==> src/rtl/room_plant.sv <==
// rtl/room_plant.sv - thermal room model driven by thermostat heat/cool demands
// Updates once per prescaled tick; conflicting demands held long enough latch a sticky fault.
module room_plant #(
  parameter int         TICK_DIV    = 4,
  parameter int         DRIFT_DIV   = 4,
  parameter int         FAULT_LIMIT = 3,
  parameter logic [4:0] INIT_TEMP   = 5'd15
) (
  input  logic       clk,
  input  logic       rst,
  input  logic       heating,
  input  logic       cooling,
  input  logic [4:0] ambient,
  output logic [4:0] temperature,
  output logic       temp_valid,
  output logic [1:0] mode,
  output logic       fault
);

  typedef enum logic [1:0] {
    IDLE  = 2'b00,
    HEAT  = 2'b01,
    COOL  = 2'b10,
    FAULT = 2'b11
  } state_t;

  localparam logic [7:0] TICK_LAST = 8'(TICK_DIV - 1);
  localparam logic [3:0] DRIFT_TOP = 4'(DRIFT_DIV);
  localparam logic [3:0] FAULT_TOP = 4'(FAULT_LIMIT);

  state_t     state, next_state;
  logic [7:0] presc;
  logic [3:0] drift_cnt, next_drift;
  logic [3:0] conf_cnt, next_conf;
  logic [4:0] next_temp;
  logic       tick;

  assign tick  = (presc == TICK_LAST);
  assign mode  = state;
  assign fault = (state == FAULT);

  // Counters only ever reach their limits, so 4-bit increments cannot wrap.
  always_comb begin
    next_state = state;
    next_temp  = temperature;
    next_drift = drift_cnt;
    next_conf  = conf_cnt;
    if (state != FAULT) begin
      if (heating && cooling) begin
        next_conf = conf_cnt + 4'd1;
        if (conf_cnt + 4'd1 == FAULT_TOP)
          next_state = FAULT;
      end else begin
        next_conf = 4'd0;
        case ({heating, cooling})
          2'b10: begin
            next_state = HEAT;
            if (temperature != 5'd31)
              next_temp = temperature + 5'd1;
          end
          2'b01: begin
            next_state = COOL;
            if (temperature != 5'd0)
              next_temp = temperature - 5'd1;
          end
          default: begin
            next_state = IDLE;
            if (drift_cnt + 4'd1 == DRIFT_TOP) begin
              next_drift = 4'd0;
              if (temperature < ambient)
                next_temp = temperature + 5'd1;
              else if (temperature > ambient)
                next_temp = temperature - 5'd1;
            end else begin
              next_drift = drift_cnt + 4'd1;
            end
          end
        endcase
      end
      if (next_state != IDLE)
        next_drift = 4'd0;
    end
  end

  always_ff @(posedge clk) begin
    if (rst) begin
      state       <= IDLE;
      temperature <= INIT_TEMP;
      temp_valid  <= 1'b0;
      presc       <= 8'd0;
      drift_cnt   <= 4'd0;
      conf_cnt    <= 4'd0;
    end else begin
      temp_valid <= tick;
      presc      <= tick ? 8'd0 : presc + 8'd1;
      if (tick) begin
        state       <= next_state;
        temperature <= next_temp;
        drift_cnt   <= next_drift;
        conf_cnt    <= next_conf;
      end
    end
  end

endmodule

==> config.mk <==
export PLATFORM = sky130hd
export DESIGN_NAME = room_plant
export DESIGN_NICKNAME = d
export VERILOG_FILES = /design/src/rtl/room_plant.sv
export SDC_FILE = /design/constraint.sdc
export NUM_CORES = 1
export LEC_CHECK = 0
export ABC_AREA = 1
export CAP_MARGIN = 20
export CORE_MARGIN = 2
export CORE_UTILIZATION = 56
export DETAILED_ROUTE_END_ITERATION = 8
export GPL_ROUTABILITY_DRIVEN = 0
export GPL_TIMING_DRIVEN = 1
export PLACE_DENSITY = 0.81
export SETUP_SLACK_MARGIN = 0.05
export SLEW_MARGIN = 20
export SYNTH_ARGS = -nofsm -noshare
export SYNTH_HDL_FRONTEND = slang
export SYNTH_SLANG_ARGS = --single-unit
==> constraint.sdc <==
create_clock -name clk -period 2.1 [get_ports clk]
set_clock_uncertainty 0.2 [all_clocks]
set_input_delay 0.315 -clock clk [delete_from_list [all_inputs] [get_ports clk]]
set_output_delay 0.315 -clock clk [all_outputs]
set_load 0.01 [all_outputs]
=== Word-level counts from Yosys, hierarchy flattened ===
Cells that the tools add are included.

* Register bits after elaboration: 24
* Output and inout bits: 9

* $add $sub $neg: 5
* Order comparisons: 2
* Equality and inequality tests: 12
* Mux-type cells: 15
* Bitwise gates (word level): 1
* Reductions and logical operators: 10

{| class="wikitable"
|+ Operators with widths
! operator !! count
|-
| two-way mux 5 bit || 5
|-
| two-way mux 4 bit || 5
|-
| case mux 5 bit (2 select lines) || 1
|-
| adder 4 x 1 -> 4 bit, second input constant || 2
|-
| adder 8 x 1 -> 8 bit, second input constant || 1
|-
| == test 8 x 2 -> 1 bit, second input constant || 1
|-
| AND reduction 7 bit || 1
|-
| two-way mux 2 bit || 3
|-
| != test 2 bit, second input constant || 3
|-
| adder 5 x 1 -> 5 bit, second input constant || 1
|-
| > comparator 5 bit || 1
|-
| < comparator 5 bit || 1
|-
| != test 5 bit, second input constant || 1
|-
| nonzero test 5 bit || 1
|-
| subtractor 5 x 1 -> 5 bit, second input constant || 1
|-
| == test 2 bit, second input constant || 2
|-
| == test 4 x 2 -> 1 bit, second input constant || 1
|-
| == test 4 x 3 -> 1 bit, second input constant || 1
|-
| != test 2 x 1 -> 1 bit, second input constant || 2
|-
| case mux 2 bit (2 select lines) || 1
|-
| AND reduction 4 bit || 1
|-
| nonzero test 4 bit || 1
|-
| OR reduction 2 bit || 2
|-
| nonzero test 3 bit || 1
|-
| other kinds (5) || 5
|}

=== Logic depth before layout (Yosys ltp) ===
Gate-level depths: netlist of the first run.

* Depth in word-level cells: 8
* Gate-level depth with buffers: 13
* Gate-level depth less buffers: 13

=== Worst setup path before layout of the first run ===
Ideal clock, no wire load.

* Path type: register to register
* Start point: register temperature[0]
* End point: register temperature[0]
* Library setup time: 0.123 ns
* Arrival time: 1.540 ns
* Required time: 1.777 ns
* Setup slack: 0.237 ns
* Cell stages (with the launch flop): 11
* Buffers on the path: 0
* Clock period less this slack: 1.863 ns
* Cell sequence: dfxtp_1 -> ha_1 -> nand2_1 -> nor2_1 -> ha_1 -> a21oi_1 -> nand2_1 -> nor3_4 -> nand2_4 -> a21oi_1 -> o21ai_0

* Cells in the longest elaborated chain, start to end: 5

{| class="wikitable"
|+ Ends and longest elaborated chain
! what !! RTL line !! source
|-
| start: declaration || 14 || <nowiki>output logic [4:0] temperature,</nowiki>
|-
| start signal: assignment || 98 || <nowiki>temperature <= next_temp;</nowiki>
|-
| subtractor 5 x 1 -> 5 bit || 64, 73 ||
|-
| two-way mux 5 bit || 72 || <nowiki>else if (temperature > ambient)</nowiki>
|-
| two-way mux 5 bit || 70 || <nowiki>if (temperature < ambient)</nowiki>
|-
| two-way mux 5 bit || 68 || <nowiki>if (drift_cnt + 4'd1 == DRIFT_TOP) begin</nowiki>
|-
| case mux 5 bit (2 select lines) || 55 || <nowiki>case ({heating, cooling})</nowiki>
|}

Several ways; a longest one is shown, not always the timed one. The select of a mux whose other input is x is not followed.
A chain may end at the register's enable or synchronous reset.

=== Final worst setup path of the first run ===
* Start point: register temperature[1]
* End point: register temperature[0]

* Cells in the longest elaborated chain, start to end: 4

{| class="wikitable"
|+ Ends and longest elaborated chain
! what !! RTL line
|-
| < comparator 5 bit || 70
|-
| two-way mux 5 bit || 70
|-
| two-way mux 5 bit || 68
|-
| case mux 5 bit (2 select lines) || 55
|}

Several ways; a longest one is shown, not always the timed one. The select of a mux whose other input is x is not followed.

==> metrics.md, run 1 <==
| Metric | Value |
|---|---|
| Switch Pwr | `265 µW` |
| Post-route ant nets | `0` |
| Detailed Routing Iterations Pass 1 | `4` |
| CTS Root Cell | `clkbuf_4` |
| Top Ports | `18` |
| Rel. slew slack | `0.715` |
| Critical path startpoint category | `flip-flop` |
| Worst r2r src | `temperature[1]` |
| Final setup fails | `0` |
| Max_cap viols | `0` |
| Crit Path Category | `reg2reg` |
| Synth Register Bits | `24` |
| Most frequent cells in the layout | `nand2_1, inv_1, nor2_1` |
| Status | `finished, final reports clean` |
| Fillers | `235` |
| Iter 0 DRT Violations | `41` |
| Post-synthesis async set-or-reset flop share | `0` |
| First-pass GRT wire length | `5.58 mm` |
| GRT Overall Usage | `0.205` |
| # DRC | `0` |
| Critical path arrival | `1.93 ns` |
| Die X | `58.5 µm` |
| Core Rows | `19` |
| Routed len/inst | `10.9 µm` |
| Reg clk slew, reported paths | `0.12 ns` |
| Max Clk Rate | `0.516 GHz` |
| Slew at the pin closest to its max-slew limit | `0.424 ns` |
| Sw frac | `0.291` |
| Post-synth top flop | `dfxtp_1` |
| TritonCTS clock tree | `built` |
| Slew Viols, Final | `0` |
| Min-delay src | `presc[0]` |
| H-Tree Depth | `1` |
| # diodes | `0` |
| Worst-path fanout max | `8` |
| Clk Latency, worst-skew pair | `0.29 ns` |
| Core Footprint | `2780 µm²` |
| Post-Synthesis Net Count | `268` |
| CP endpoint kind | `flip-flop` |
| Req. time, crit path | `2.09 ns` |
| Global route total overflow | `0` |
| CTS Sinks | `24` |
| Comb power frac | `0.260` |
| Worst VDD drop | `403 µV` |
| Full die area | `3420 µm²` |
| Netlist cell types | `30` |
| TritonCTS Buffers | `3` |
| Final worst-path cycle share | `0.923` |
| Tmin final | `1.94 ns` |
| Pwr dens | `450 nW/µm²` |
| Clock network power share | `0.205` |
| Cells after Synth | `243` |
| Lkg Pwr | `0.000927 µW` |
| Routed WL | `3.32 mm` |
| Area growth, synth to finish | `21.8%` |
| Initial antenna violation count | `0` |
| Max clock buf depth | `2` |
| Synthesis Warnings | `0` |
| Pwr Total | `912 µW` |
| Vias in the first global route | `1383` |
| Final hold vios | `0` |
| DIE HEIGHT | `58.5 µm` |
| Sequential share of the synthesized area | `0.289` |
| RSZ-0062 raised after global routing | `no` |
| CP Launch Point | `temperature[1]` |
| Sequential share of power | `0.535` |
| Most common cell after layout, fill and taps aside | `nand2_1` |
| Vias/cell | `5.17` |
| Cell internal pwr | `646 µW` |
| Hpwl dp | `2.58 mm` |
| Synth Cell Area | `1660 µm²` |
| Initial cell density of the core | `0.598` |
| Share of layout cells above drive strength 1 | `0.158` |
| PortBufs | `17` |
| Sum Neg Setup Slack | `0 ns` |
| EDFF count, synth | `0` |
| Syn avg cell area | `6.85 µm²` |
| Min-delay worst type | `reg2reg` |
| Largest net degree at the start of global routing | `13` |
| Vias | `1573` |
| Hold_buf cts | `0` |
| Layout Nets | `300` |
Yosys cell counts, types with 2 or more instances:
master   number  area [µm²]
a21oi_1      21         105
buf_2         2        10.0
dfxtp_1      24         480
ha_1         16         200
inv_1        38         143
inv_2         2        7.51
nand2_1      55         206
nand2_2       4        25.0
nand3_1      11        55.1
nand3_2       2        20.0
nand4_1       4        25.0
nor2_1       26        97.6
nor3_1        3        15.0
nor3_4        3        48.8
o21ai_0      11        55.1
or2_2         2        12.5
xnor2_1       4        35.0
xor2_1        3        26.3
worst max-delay path, cell delays in order, from the launching register on:
cell and delay, ns:
dfxtp_4 0.37, ha_2 0.18, nand2_1 0.07, nor2_1 0.05, ha_1 0.18, a21oi_1 0.13, nand2_1 0.10, nor3_4 0.23
nand2_4 0.12, a21oi_1 0.12, o21ai_0 0.08
final cells by class:
class,instances,area (µm²),share of cell area
multi-input combinational,175,1050,0.516
timing repair buffer,30,280,0.138
inverter,41,154,0.0759
tap,31,38.8,0.0191
sequential,24,485,0.240
clock buffer,3,22.5,0.0111
sequential cells by signal (all words and copies together), names as in the netlist:
signal       flops
temp_valid       1
presc            8
mode             2
drift_cnt        4
conf_cnt         4
temperature      5
what timing repair did:
action / 4_1_cts / 5_1_grt
resized for setup: 0 / 12
setup endpoints to repair: 0 / 5
setup buffers: 0 / 1
per-stage QoR:
step / cells / utilization / worst slack, ns / area [µm²] / hold slack, ns
2_1_floorplan: 243 / - / 0.237 / 1660 / 0.218
3_3_place_gp: 300 / 0.705 / -0.180 / 1960 / 0.230
3_5_place_dp: 300 / 0.705 / -0.209 / 1960 / 0.239
4_1_cts: 303 / 0.713 / 0.110 / 1980 / 0.266
5_1_grt: 304 / 0.729 / 0.0425 / 2030 / 0.312
6_report: 304 / 0.729 / 0.162 / 2030 / 0.263
metal layers:
layer / GRT usage / wire length (µm) / vias to the layer above
met5: 0 / 0 / -
met3: 0.0198 / 123 / 2
met1: 0.276 / 1610 / 712
met2: 0.352 / 1560 / 20
met4: 0.0532 / 19 / 0
li1: - / - / 839
final timing paths:
path,end,slack [ns],cells after the start
max,temperature[0],0.16,10
min,presc[0],0.26,1
min reg2reg,presc[0],0.26,1
max reg2reg,temperature[0],0.16,10
power by group through the flow:
stage	sequential (µW)	clock [µW]	combinational, µW
6_report	488	187	237
5_1_grt	491	219	267
2_1_floorplan	499	0	141
3_3_place_gp	499	0	222
3_5_place_dp	499	0	226
4_1_cts	489	198	227
cells by family after synthesis:
group,share of synthesized area
fa+ha+maj,0.120
flops,0.289
xor+xnor,0.0368
compound gates,0.122
simple gates,0.332
buf+inv,0.101
No activity file was read; power rests on OpenSTA's default activity.
==> inputs of run 2 (changes only) <==
--- a/config.mk
+++ b/config.mk
@@ -13,6 +13,7 @@
 export GPL_ROUTABILITY_DRIVEN = 0
 export GPL_TIMING_DRIVEN = 1
 export PLACE_DENSITY = 0.81
+export RECOVER_POWER = 25
 export SETUP_SLACK_MARGIN = 0.05
 export SLEW_MARGIN = 20
 export SYNTH_ARGS = -nofsm -noshare
==> run 2 against run 1 <==
Sequential share of layout area hardly changed. Wire length shrank 0.21%. Sequential cell count unchanged. Core utilization down 0.090 points. Clock power barely moved. Count of clock-buffer cells in the layout stayed put. Setup slack is essentially flat. Register-to-register slack about the same. Via count about the same. Critical path type unchanged. Largest cell class unchanged. Highest routed layer unchanged.
==> metrics.md, run 2 (synthesis results as in run 1) <==
| Metric | Value |
|---|---|
| Multi-input gate area | `1040 µm² (-0.24%)` |
| Detailed Routing Iterations Pass 1 | `6 (+2)` |
| Final hold vios | `0 (unchanged)` |
| Slew Viols, Final | `0 (unchanged)` |
| Area growth, synth to finish | `21.7%` |
| Critical path arrival | `1.93 ns (about the same)` |
| Worst-path fanout max | `8 (unchanged)` |
| FF-to-FF path depth | `10 (unchanged)` |
| Critical path startpoint category | `flip-flop` |
| Top Registers | `presc (8), temperature (5)` |
| Final core occ | `0.728 (-0.000900)` |
| Routed WL | `3.31 mm (-0.21%)` |
| Die X | `58.5 µm (unchanged)` |
| Vias/cell | `5.18 (about the same)` |
| H-Tree Depth | `1 (unchanged)` |
| Max clock buf depth | `2 (unchanged)` |
| Slew at the pin closest to its max-slew limit | `0.424 ns (-0.0000105 ns)` |
| Crit Path Category | `reg2reg` |
| Min-delay worst type | `reg2reg` |
| Most common cell after layout, fill and taps aside | `nand2_1` |
| # diodes | `0 (unchanged)` |
| Largest net degree at the start of global routing | `13 (unchanged)` |
| Final worst slack | `0.163 ns (+0.000109 ns)` |
| CP endpoint kind | `flip-flop` |
| Vias | `1574 (+0.064%)` |
| Initial cell density of the core | `0.598 (unchanged)` |
| Worst r2r src | `temperature[1]` |
| Max Clk Rate | `0.516 GHz (about the same)` |
| Final setup fails | `0 (unchanged)` |
| Min-delay src | `presc[0]` |
| Worst VDD drop | `403 µV (about the same)` |
| CTS Root Cell | `clkbuf_4` |
| Top Ports | `18 (unchanged)` |
| Share of layout cells above drive strength 1 | `0.154 (-0.00366)` |
| Status | `finished, final reports clean` |
| Lkg Pwr | `0.000927 µW (about the same)` |
| Initial antenna violation count | `0 (unchanged)` |
| CTS Sinks | `24 (unchanged)` |
| RSZ-0062 raised after global routing | `no` |
| Req. time, crit path | `2.09 ns (about the same)` |
| Hold Crit Endpoint | `presc[0]` |
| Layout Nets | `300 (unchanged)` |
| Worst hold margin | `0.263 ns (+0.000474 ns)` |
| Met2 Use GR | `0.352 (unchanged)` |
| Rel. slew slack | `0.715 (about the same)` |
| Hold path depth | `1 (unchanged)` |
| Largest Register | `presc` |
| Max_cap viols | `0 (unchanged)` |
| Routed len/inst | `10.9 µm (-0.21%)` |
| # DRC | `0 (unchanged)` |
| Iter 0 DRT Violations | `41 (unchanged)` |
| First-pass GRT wire length | `5.58 mm (unchanged)` |
| Fillers | `236 (+0.43%)` |
| DIE HEIGHT | `58.5 µm (unchanged)` |
| Reg clk slew, reported paths | `0.12 ns (about the same)` |
| Clk Latency, worst-skew pair | `0.29 ns (about the same)` |
| GRT Overall Usage | `0.205 (unchanged)` |
| Pre-CTS setup slack | `-0.209 ns (unchanged)` |
| Pwr dens | `450 nW/µm² (about the same)` |
| Busiest grt layer | `met2` |
| Most frequent cells in the layout | `nand2_1, inv_1, nor2_1` |
| Largest register FFs | `8 (unchanged)` |
| Full die area | `3420 µm² (unchanged)` |
| M1 GR Usage | `0.276 (unchanged)` |
| PortBufs | `17 (unchanged)` |
| CP peak stage delay | `0.37 ns (about the same)` |
| Slowest CP cell | `dfxtp_4` |
| TritonCTS clock tree | `built` |
| Worst-path cell chain | `ha_2 > nand2_1 > nor2_1 > ha_1 > a21oi_1 > nand2_1 > nor3_4 > nand2_4 > a21oi_1 > o21ai_0` |
| Global route total overflow | `0 (unchanged)` |
| TritonCTS Buffers | `3 (unchanged)` |
| Global-route met3 utilization | `0.0198 (unchanged)` |
| Pwr Total | `910 µW (-0.13%)` |
| Setup slack, reg-to-reg | `0.16 ns (about the same)` |
| Core Rows | `19 (unchanged)` |
| Final worst-path cycle share | `0.923 (about the same)` |
| Hpwl dp | `2.58 mm (unchanged)` |
| Core Footprint | `2780 µm² (unchanged)` |
| FF/Latch Area | `485 µm² (unchanged)` |
| R2r endpoint | `temperature[0]` |
| Vias in the first global route | `1383 (unchanged)` |
| Post-route ant nets | `0 (unchanged)` |
| Tmin final | `1.94 ns (-0.000109 ns)` |
[run 2: critical path, delay by kind of cell (launching register included)]
family          cells  cell delay (ns)
simple gates        5             0.57
fa+ha+maj           2             0.36
flops               1             0.37
compound gates      3             0.33
[run 2: how the worst max path moves through the flow]
stage	from	end	cells past startpoint
CTS	temperature[2]	temperature[0]	9
floorplan	temperature[0]	temperature[0]	10
global route	ambient[4]	temperature[1]	11
finish	temperature[1]	temperature[0]	10
detailed placement	ambient[2]	temperature[1]	11
global placement	ambient[2]	temperature[1]	12
[run 2: per-stage QoR]
step / cells / instance area (µm²) / TNS, ns
2_1_floorplan: 243 / 1660 / 0
3_3_place_gp: 300 / 1960 / -0.794
3_5_place_dp: 300 / 1960 / -1.06
4_1_cts: 303 / 1980 / 0
5_1_grt: 304 / 2020 / 0
6_report: 304 / 2020 / 0
[run 2: power by group]
part | internal (µW) | switching, µW
logic | 106 | 129
registers | 473 | 15.3
clock network | 66.7 | 120
total | 646 | 265
[run 2: what timing repair did]
action	4_1_cts	5_1_grt
endpoints found under the setup margin	0	5
hold buffers	0	0
gates resized for setup	0	12
setup buffers	0	1
[run 2: area by class of cell]
type / count / area share
Tap cell: 31 / 0.0192
Sequential cell: 24 / 0.240
Clock buffer: 3 / 0.0111
Inverter: 41 / 0.0760
Multi-Input combinational cell: 175 / 0.515
Timing Repair Buffer: 30 / 0.138
[run 2: per-layer routing]
metal	vias up	part of all wire
li1	839	-
met5	-	0
met2	22	0.47
met3	2	0.040
met4	0	0.0057
met1	711	0.48
==> inputs of run 3 (changes only) <==
--- a/config.mk
+++ b/config.mk
@@ -14,6 +14,7 @@
 export GPL_TIMING_DRIVEN = 1
 export PLACE_DENSITY = 0.81
 export RECOVER_POWER = 25
+export REMOVE_ABC_BUFFERS = 1
 export SETUP_SLACK_MARGIN = 0.05
 export SLEW_MARGIN = 20
 export SYNTH_ARGS = -nofsm -noshare
==> run 3 against run 2 <==
Core utilization grew 0.54 points. Final cell count grew 0.66%. Wire length grew 1.1%. Combinational power is essentially flat. Worst hold slack gained 0.00073 ns. Via count shrank 1.3%. Largest cell class unchanged. Cell area grew 0.74%. First-iteration DRC count grew 63%. Highest routed layer is now met3. Critical path type is now in2reg.
==> metrics.md, run 3 (synthesis results as in run 1) <==
| Metric | Value |
|---|---|
| CP endpoint kind | `flip-flop` |
| Global route total overflow | `0 (unchanged)` |
| Min-delay src | `presc[0]` |
| Finished Cell Area | `2040 µm² (+0.74%)` |
| Max Clk Rate | `0.508 GHz (-1.6%)` |
| Hold_buf cts | `0 (unchanged)` |
| Top Registers | `presc (8), temperature (5)` |
| Slowest CP cell | `clkdlybuf4s50_1` |
| Iter 0 DRT Violations | `67 (+63%)` |
| Final worst slack | `0.131 ns (-0.0319 ns)` |
| # diodes | `0 (unchanged)` |
| Req. time, crit path | `2.15 ns (+0.06 ns)` |
| PortBufs | `17 (unchanged)` |
| RSZ-0062 raised after global routing | `yes` |
| CP peak stage delay | `0.46 ns (+0.09 ns)` |
| Final setup fails | `0 (unchanged)` |
| R2r endpoint | `temperature[3]` |
| Layout Nets | `302 (+0.67%)` |
| Die X | `58.5 µm (unchanged)` |
| Vias/cell | `5.08 (-2.0%)` |
| Worst r2r src | `temperature[1]` |
| Max_cap viols | `0 (unchanged)` |
| Pwr dens | `450 nW/µm² (about the same)` |
| CTS Root Cell | `clkbuf_4` |
| Worst hold margin | `0.264 ns (+0.000732 ns)` |
| Initial antenna violation count | `0 (unchanged)` |
| Pwr Total | `918 µW (+0.84%)` |
| Most common cell after layout, fill and taps aside | `nand2_1` |
| Full die area | `3420 µm² (unchanged)` |
| Lkg Pwr | `0.000940 µW (+1.4%)` |
| H-Tree Depth | `1 (unchanged)` |
| # DRC | `0 (unchanged)` |
| First-pass GRT wire length | `5.47 mm (-1.9%)` |
| Initial cell density of the core | `0.598 (unchanged)` |
| Worst VDD drop | `454 µV (+13%)` |
| Worst-path cell chain | `clkdlybuf4s50_1 > inv_1 > ha_1 > nand2_1 > o21bai_2 > nand3_4 > nand2_1 > nand2_1 > o21ai_0 > nand2_1 > nand2_1` |
| CP delay by family, top | `simple AND/OR/NAND/NOR gates` |
| Critical path startpoint category | `input pin` |
| Routed WL | `3.35 mm (+1.1%)` |
| Reg clk slew, reported paths | `0.12 ns (about the same)` |
| Pre-CTS setup slack | `-0.241 ns (-0.0317 ns)` |
| Share of layout cells above drive strength 1 | `0.156 (+0.00252)` |
| Slew Viols, Final | `0 (unchanged)` |
| Most frequent cells in the layout | `nand2_1, inv_1, nor2_1` |
| TritonCTS Buffers | `3 (unchanged)` |
| Clk Latency, worst-skew pair | `0.30 ns (about the same)` |
| Hold path depth | `1 (unchanged)` |
| Max clock buf depth | `2 (unchanged)` |
| Final worst-path cycle share | `0.938 (+0.0152)` |
| Area growth, synth to finish | `22.6%` |
| Largest net degree at the start of global routing | `13 (unchanged)` |
| Largest register FFs | `8 (unchanged)` |
| Slew at the pin closest to its max-slew limit | `0.407 ns (-0.0172 ns)` |
| Core Footprint | `2780 µm² (unchanged)` |
| Largest Register | `presc` |
| Detailed Routing Iterations Pass 1 | `4 (-2)` |
| Tmin final | `1.97 ns (+0.0319 ns)` |
| Hpwl dp | `2.62 mm (+1.3%)` |
| Critical path arrival | `2.02 ns (+0.09 ns)` |
| DIE HEIGHT | `58.5 µm (unchanged)` |
| Setup slack, reg-to-reg | `0.14 ns (-0.02 ns)` |
| Cell mode on critical path | `nand2_1` |
| Top Ports | `18 (unchanged)` |
| Vias in the first global route | `1367 (-1.2%)` |
| Vias | `1553 (-1.3%)` |
| Routed len/inst | `10.9 µm (+0.43%)` |
| GRT Overall Usage | `0.205 (about the same)` |
| Post-route ant nets | `0 (unchanged)` |
| Rel. slew slack | `0.727 (+0.0116)` |
| Final hold vios | `0 (unchanged)` |
| Crit Path Category | `in2reg` |
| CTS Sinks | `24 (unchanged)` |
| Min-delay worst type | `reg2reg` |
| Core Rows | `19 (unchanged)` |
| Worst-path fanout max | `8 (unchanged)` |
| Placement Cell Area | `1970 µm² (+0.38%)` |
| Final core occ | `0.733 (+0.00540)` |
| Status | `finished, final reports clean` |
| TritonCTS clock tree | `built` |
| FF-to-FF path depth | `10 (unchanged)` |
| CP Buf/Inv Count | `2 (+2)` |
| Hold Crit Endpoint | `presc[0]` |
==> run 3: changes by cell type in the layout (fill, tap and decap cells not counted), sizes merged <==
cell,before,now
buf,13,15
==> run 3: cell type report <==
| class | count | area (µm²) |
|---|---|---|
| multi-input cells | 175 | 1040 |
| fillers | 229 | 742 |
| repair buffers | 32 | 295 |
| clock buffers | 3 | 22.5 |
| flip-flops and latches | 24 | 485 |
| well taps | 31 | 38.8 |
| inverters | 41 | 154 |
==> run 3: stage by stage <==
step	setup TNS (ns)	cells
2_1_floorplan	0	240
3_3_place_gp	-0.781	301
3_5_place_dp	-1.07	301
4_1_cts	0	304
5_1_grt	0	306
6_report	0	306
==> run 3: where the power goes <==
group          switching, µW  internal (µW)
logic                    129            109
clock network            125           66.8
registers               15.2            473
total                    270            648
==> run 3: timing repair <==
action | 4_1_cts | 5_1_grt
setup buffers | 0 | 2
setup endpoints to repair | 0 | 6
resized for setup | 0 | 11
endpoints found under the hold margin | 0 | 0
==> run 3: worst max path at each step <==
stage                               from             end  slack (ns)  depth (start not counted)
after global placement        ambient[2]  temperature[0]       -0.18                         11
after CTS                 temperature[2]  temperature[0]        0.06                          9
final                         ambient[4]  temperature[1]        0.13                         11
after floorplan           temperature[2]  temperature[0]        0.19                          9
after detailed placement      ambient[2]  temperature[0]       -0.24                         11
after global routing      temperature[1]  temperature[3]        0.01                         10
==> run 3: per-layer routing <==
| layer | vias up | wire length, µm | global-route usage |
|---|---|---|---|
| li1 | 834 | - | - |
| met5 | - | 0 | 0 |
| met1 | 701 | 1680 | 0.277 |
| met3 | 0 | 100 | 0.0308 |
| met4 | 0 | 0 | 0.0399 |
| met2 | 18 | 1570 | 0.350 |
